[config.mk]
export PLATFORM = sky130hd
export DESIGN_NAME = an_barrett_decoder_pipe
export DESIGN_NICKNAME = d
export VERILOG_FILES = /design/src/rtl/an_barrett_decoder_pipe.sv
export SDC_FILE = /design/constraint.sdc
export NUM_CORES = 2
export LEC_CHECK = 0
export ABC_AREA = 1
export CELL_PAD_IN_SITES_DETAIL_PLACEMENT = 1
export CELL_PAD_IN_SITES_GLOBAL_PLACEMENT = 2
export CORE_UTILIZATION = 40
export CTS_CLUSTER_SIZE = 10
export DETAILED_ROUTE_END_ITERATION = 7
export PLACE_DENSITY = 0.82
export SLEW_MARGIN = 15
export SYNTH_ARGS = -nofsm -noshare
export SYNTH_HDL_FRONTEND = slang
export SYNTH_SLANG_ARGS = --single-unit
export TNS_END_PERCENT = 30
[constraint.sdc]
create_clock -name clk -period 41 [get_ports clk]
set_input_delay 8.2 -clock clk [delete_from_list [all_inputs] [get_ports clk]]
set_output_delay 8.2 -clock clk [all_outputs]
set_load 0.01 [all_outputs]
[src/rtl/an_barrett_decoder_pipe.sv]
// an_barrett_decoder_pipe
//   Pipelined multi-lane AN-code decoder. Each lane receives y = A*x + e,
//   splits it into quotient and residue with Barrett reduction, and uses the
//   residue as a syndrome to undo a single arithmetic error e = +/-2^i.
//   Stages: S1 input register, S2 Barrett estimate, S3 residue fix-up,
//   then syndrome lookup feeding the output register.
//   A single global stall (out_valid & ~out_ready) freezes every stage.
//
// Ports
//   clk, rst            clock, asynchronous active-high reset
//   in_valid/in_ready   input handshake; in_word holds LANES codewords
//   corr_en             1 = correct, 0 = detect only (travels with the beat)
//   out_valid/out_ready output handshake
//   out_data            LANES decoded words
//   out_det/corr/uncor  per-lane status: residue != 0 / corrected / uncorrectable
//   clr_cnt             synchronous clear of both event counters
//   cnt_corr/cnt_uncor  saturating counts of corrected / uncorrectable lanes
module an_barrett_decoder_pipe #(
    parameter int unsigned A     = 29,
    parameter int unsigned CW    = 14,
    parameter int unsigned DW    = 10,
    parameter int unsigned LANES = 6,
    parameter int unsigned CNT_W = 16,
    parameter int unsigned K     = 2 * CW
) (
    input  logic                  clk,
    input  logic                  rst,
    input  logic                  in_valid,
    output logic                  in_ready,
    input  logic [LANES*CW-1:0]   in_word,
    input  logic                  corr_en,
    output logic                  out_valid,
    input  logic                  out_ready,
    output logic [LANES*DW-1:0]   out_data,
    output logic [LANES-1:0]      out_det,
    output logic [LANES-1:0]      out_corr,
    output logic [LANES-1:0]      out_uncor,
    input  logic                  clr_cnt,
    output logic [CNT_W-1:0]      cnt_corr,
    output logic [CNT_W-1:0]      cnt_uncor
);

    // Barrett constant M = floor(2^K / A) and derived widths.
    localparam logic [63:0] M64 = (64'd1 << K) / 64'(A);
    localparam int unsigned MW  = $clog2(M64 + 64'd1);
    localparam int unsigned PW  = CW + MW;
    localparam int unsigned RW  = $clog2(A);   // A odd and >= 3, so A-1 < 2^RW
    localparam int unsigned XW  = CW + 2;      // signed room for q + adjust

    localparam logic [MW-1:0] M_C = M64[MW-1:0];
    localparam logic [CW-1:0] A_W = CW'(A);

    // Syndrome residue of +2^i (neg = 0) or -2^i (neg = 1).
    function automatic logic [RW-1:0] syn_res(input int unsigned i, input logic neg);
        logic [63:0] p;
        logic [63:0] m;
        p = 64'd1 << i;
        m = p % 64'(A);
        if (neg) begin
            m = (64'(A) - m) % 64'(A);
        end
        return m[RW-1:0];
    endfunction

    // Quotient adjustment: -floor(2^i/A) for +2^i, +ceil(2^i/A) for -2^i.
    function automatic logic signed [XW-1:0] syn_adj(input int unsigned i, input logic neg);
        logic [63:0] p;
        logic [63:0] v;
        p = 64'd1 << i;
        if (neg) begin
            v = (p + 64'(A) - 64'd1) / 64'(A);
        end else begin
            v = p / 64'(A);
        end
        return neg ? $signed(v[XW-1:0]) : -$signed(v[XW-1:0]);
    endfunction

    logic stall;

    logic                     s1_valid, s2_valid, s3_valid;
    logic                     s1_ce, s2_ce, s3_ce;
    logic [LANES-1:0][CW-1:0] s1_y, s2_y, s2_q, s3_q;
    logic [LANES-1:0][RW-1:0] s3_r;

    logic [LANES-1:0][CW-1:0] q_est;
    logic [LANES-1:0][CW-1:0] q_fix;
    logic [LANES-1:0][RW-1:0] r_fix;
    logic [LANES-1:0][DW-1:0] d_data;
    logic [LANES-1:0]         d_det, d_corr, d_uncor;

    assign stall    = out_valid & ~out_ready;
    assign in_ready = ~stall;

    // S2: q_est = (y * M) >> K, full-width product.
    logic [PW-1:0] prod;
    always_comb begin
        prod  = '0;
        q_est = '0;
        for (int unsigned n = 0; n < LANES; n++) begin
            prod     = PW'(s1_y[n]) * PW'(M_C);
            q_est[n] = CW'(prod >> K);
        end
    end

    // S3: residue with a single correction step (q_est is at most one low).
    logic [CW:0] diff;
    always_comb begin
        diff  = '0;
        q_fix = '0;
        r_fix = '0;
        for (int unsigned n = 0; n < LANES; n++) begin
            diff = (CW+1)'(s2_y[n]) - (CW+1)'(s2_q[n] * A_W);
            if (diff >= (CW+1)'(A)) begin
                r_fix[n] = RW'(diff - (CW+1)'(A));
                q_fix[n] = s2_q[n] + CW'(1);
            end else begin
                r_fix[n] = RW'(diff);
                q_fix[n] = s2_q[n];
            end
        end
    end

    // Syndrome lookup and per-lane decision. The scan runs from i = 0 upward
    // and tests +2^i before -2^i, so the first hit is the one that wins.
    logic                 hit;
    logic signed [XW-1:0] adj;
    logic signed [XW-1:0] x;
    logic                 x_ok;
    always_comb begin
        hit     = 1'b0;
        adj     = '0;
        x       = '0;
        x_ok    = 1'b0;
        d_data  = '0;
        d_det   = '0;
        d_corr  = '0;
        d_uncor = '0;
        for (int unsigned n = 0; n < LANES; n++) begin
            hit = 1'b0;
            adj = '0;
            for (int unsigned i = 0; i < CW; i++) begin
                if (!hit && s3_r[n] == syn_res(i, 1'b0)) begin
                    hit = 1'b1;
                    adj = syn_adj(i, 1'b0);
                end
                if (!hit && s3_r[n] == syn_res(i, 1'b1)) begin
                    hit = 1'b1;
                    adj = syn_adj(i, 1'b1);
                end
            end
            x    = $signed({2'b00, s3_q[n]}) + adj;
            x_ok = !x[XW-1] && (($unsigned(x) >> DW) == '0);

            d_data[n] = DW'(s3_q[n]);
            if (s3_r[n] == '0) begin
                d_uncor[n] = ((s3_q[n] >> DW) != '0);
            end else begin
                d_det[n] = 1'b1;
                if (s3_ce) begin
                    if (hit && x_ok) begin
                        d_data[n] = DW'($unsigned(x));
                        d_corr[n] = 1'b1;
                    end else begin
                        d_uncor[n] = 1'b1;
                    end
                end
            end
        end
    end

    // Pipeline registers; everything holds while the output is stalled.
    always_ff @(posedge clk or posedge rst) begin
        if (rst) begin
            s1_valid  <= 1'b0;
            s2_valid  <= 1'b0;
            s3_valid  <= 1'b0;
            out_valid <= 1'b0;
            s1_ce     <= 1'b0;
            s2_ce     <= 1'b0;
            s3_ce     <= 1'b0;
            s1_y      <= '0;
            s2_y      <= '0;
            s2_q      <= '0;
            s3_q      <= '0;
            s3_r      <= '0;
            out_data  <= '0;
            out_det   <= '0;
            out_corr  <= '0;
            out_uncor <= '0;
        end else if (!stall) begin
            s1_valid <= in_valid;
            if (in_valid) begin
                s1_y  <= in_word;
                s1_ce <= corr_en;
            end
            s2_valid  <= s1_valid;
            s2_y      <= s1_y;
            s2_q      <= q_est;
            s2_ce     <= s1_ce;
            s3_valid  <= s2_valid;
            s3_q      <= q_fix;
            s3_r      <= r_fix;
            s3_ce     <= s2_ce;
            out_valid <= s3_valid;
            out_data  <= d_data;
            out_det   <= d_det;
            out_corr  <= d_corr;
            out_uncor <= d_uncor;
        end
    end

    // Event counters: one extra bit catches the step past all-ones.
    logic [CNT_W:0] sum_corr, sum_uncor;
    always_comb begin
        sum_corr  = {1'b0, cnt_corr}  + (CNT_W+1)'($countones(out_corr));
        sum_uncor = {1'b0, cnt_uncor} + (CNT_W+1)'($countones(out_uncor));
    end

    always_ff @(posedge clk or posedge rst) begin
        if (rst) begin
            cnt_corr  <= '0;
            cnt_uncor <= '0;
        end else if (clr_cnt) begin
            cnt_corr  <= '0;
            cnt_uncor <= '0;
        end else if (out_valid && out_ready) begin
            cnt_corr  <= sum_corr[CNT_W]  ? '1 : sum_corr[CNT_W-1:0];
            cnt_uncor <= sum_uncor[CNT_W] ? '1 : sum_uncor[CNT_W-1:0];
        end
    end

endmodule

==> impl_metrics.json <==
{
  "grt_pass1_wl_um": 339000,
  "wl_um": 208000,
  "netlist_area_mm2": 0.0703,
  "ys.flop_type": "dfrtp_1",
  "insertion_delay_ps": 690,
  "grt_max_degree": 178,
  "hold_path.startpoint": "s2_valid",
  "avgSynthCellArea_um2": 8.37,
  "antenna_left": 0,
  "synth_edf_count": 0,
  "post_drt_wl_per_cell_um": 19.0,
  "pre_cts_slack_ps": 23050,
  "synth_warnings": 0,
  "cp_max_fo": 73,
  "cts.path.max_buffers": 3,
  "crit_chain": "clkdlybuf4s50_1, nor2_4, inv_8, clkdlybuf4s50_1",
  "cts_setup_buffers": 0,
  "ctsHoldBuffers": 0,
  "route.detailed.drc": 0,
  "place_hpwl_um": 175000,
  "overflow": 0,
  "worstPathArrival_ps": 9710,
  "area_growth_pct": 9.72,
  "setup_ws_ps": 23090,
  "cts_sinks": 441,
  "n_antenna_cell": 0,
  "post-route-period-util": 0.437,
  "finalSetupViolCount": 0,
  "io_buffer_count": 201,
  "maxSlewHeadroom": 0.358,
  "cp_common_cell": "clkdlybuf4s50_1",
  "synth_fp_nets": 10600,
  "io-pin-count": 202,
  "root_buffer": "clkbuf_16",
  "synth-seq-cells": 441,
  "drive_above_1_share": 0.0399,
  "drt_iter0_markers": 2354,
  "rows": 153,
  "synthTopCellsByArea": "fa_1 (24%), ha_1 (21%), dfrtp_1 (16%)",
  "htreeDepth": 3,
  "hold_class": "reg2reg",
  "finalHoldViolations": 0,
  "gp_congestion": 0.914,
  "tritoncts": "yes",
  "postCtsResizedCells": 0,
  "cts_made_buffers": 67,
  "start_kind": "primary input",
  "grt.total_usage": 0.239,
  "drv_cap": 0,
  "drtPass1Iterations": 5,
  "path_buf_inv": 3,
  "crit_family": "buffers and inverters",
  "synth_top_area_cell": "fa_1",
  "clkTransAtPathRegs_ps": 60,
  "die_y_um": 421,
  "synthCells": 8405,
  "fmax_mhz": 55.8,
  "start_util": 0.404,
  "dieWidth_um": 421,
  "critPathSlowestCell": "clkdlybuf4s50_1",
  "yosysSeqAreaShare": 0.157,
  "critPathCaptureType": "output port",
  "rsz0062_at_grt": "no",
  "status": "complete, no violations",
  "fin_skew_ps": 36.5,
  "core-area_mm2": 0.174,
  "crit_path_max_incr_delay_ps": 620,
  "setup-tns-final_ps": 0,
  "slew_viol_final": 0,
  "holdPathStages": 2,
  "ys_async_sr_fraction": 1.00,
  "cp.required_ps": 32800,
  "die_area_mm2": 0.178,
  "tightestPinTransition_ps": 963,
  "min_period_ps": 17910,
  "via_per_inst": 5.12,
  "r2r_slack_ps": 34370,
  "nNetsFinal": 10700,
  "hold-path-endpoint": "s3_valid",
  "first_global_vias": 61500,
  "crit_type": "in2out",
  "yosysUniqueCellTypes": 71,
  "timing.rr.end": "s2_q[78]",
  "reg2reg_from": "s1_y[73]",
  "synth_top_area_frac": 0.244,
  "r2r_cells": 24,
  "vias": 56100,
  "antenna_found_initial": 3
}
==> cell type report <==
cell class	instances	area [um2]
fillers	20900	97000
multi-input cells	6029	51900
flip-flops and latches	441	11000
inverters	1808	6800
well taps	2325	2910
repair buffers	223	2210
clock buffers	89	1920
clock inverters	30	355
==> cell usage in the layout (no fill, tap or decap), types with 13 or more instances in the layout <==
cell type and count:
a21o_1 16, a21oi_1 432, a31oi_1 38, buf_4 19
clkbuf_16 70, clkdlybuf4s50_1 201, clkinv_2 15, dfrtp_1 440
fa_1 856, ha_1 1200, inv_1 1792, mux2_2 27
nand2_1 1418, nand2_2 13, nand3_1 275, nand4_1 175
nor2_1 539, nor3_1 107, nor4_1 29, o211ai_1 13
o21a_1 13, o21ai_0 354, o21ai_1 25, o21ai_2 25
o21bai_1 19, o31ai_1 18, or2_2 64, xnor2_1 48
xor2_1 175
==> layer usage <==
metal	vias up	GRT usage	part of all wire
met2	599	0.417	0.49
met5	-	0	0.000062
li1	27000	-	-
met1	28300	0.314	0.45
met4	2	0.0675	0.027
met3	221	0.0220	0.026
==> synthesized netlist by cell type, types with 38 or more instances <==
library cell,n
fa_1,856
ha_1,1200
o21ai_0,354
nand2_1,1419
inv_1,1793
or2_2,64
xnor2_1,48
nor2_1,540
a21oi_1,432
a31oi_1,38
xor2_1,175
nand4_1,175
nand3_1,275
nor3_1,107
dfrtp_1,441
clkbuf_1,83
==> flip-flops by register name, summed over array words and instances (netlist names), 6 cells and up <==
name and cells:
s2_q 60, out_data 60, cnt_uncor 16, s3_r 30
out_uncor 6, s2_y 84, s1_y 84, cnt_corr 16
s3_q 66, out_corr 6, out_det 6
==> tightest hold or removal path, cell delays in order (launching register included) <==
cell and delay, ps:
dfrtp_1 340, nand2_1 60, nand2_1 40
==> per-stage QoR <==
step	hold slack, ps	area, um2	utilization	instances
after floorplan	440	70300	-	8405
after global routing	508	77200	0.443	10900
final	474	77200	0.443	10900
after global placement	461	74900	0.430	10800
after CTS	479	77200	0.443	10900
after detailed placement	463	74900	0.430	10800
==> cells by family after synthesis <==
logic type,synth area share
and+or+nand+nor,0.167
adders and majority gates,0.457
buffers and inverters,0.105
AOI/OAI and AO/OA,0.0816
DFF,0.157
xor gates and xnor gates,0.0280
muxes,0.00432
==> worst max path at each step <==
stage	from	endpoint	slack, ps	cells past startpoint
final	out_ready	in_ready	23090	4
after global routing	out_ready	in_ready	22990	4
after CTS	out_ready	in_ready	23040	4
after detailed placement	out_ready	in_ready	23050	4
after global placement	out_ready	in_ready	23040	4
after floorplan	rst	cnt_corr[0]	20510	1
Power is left out: the tool's default activity adds up to more than one toggle a clock period on the data nets, which glitch-free logic cannot reach.
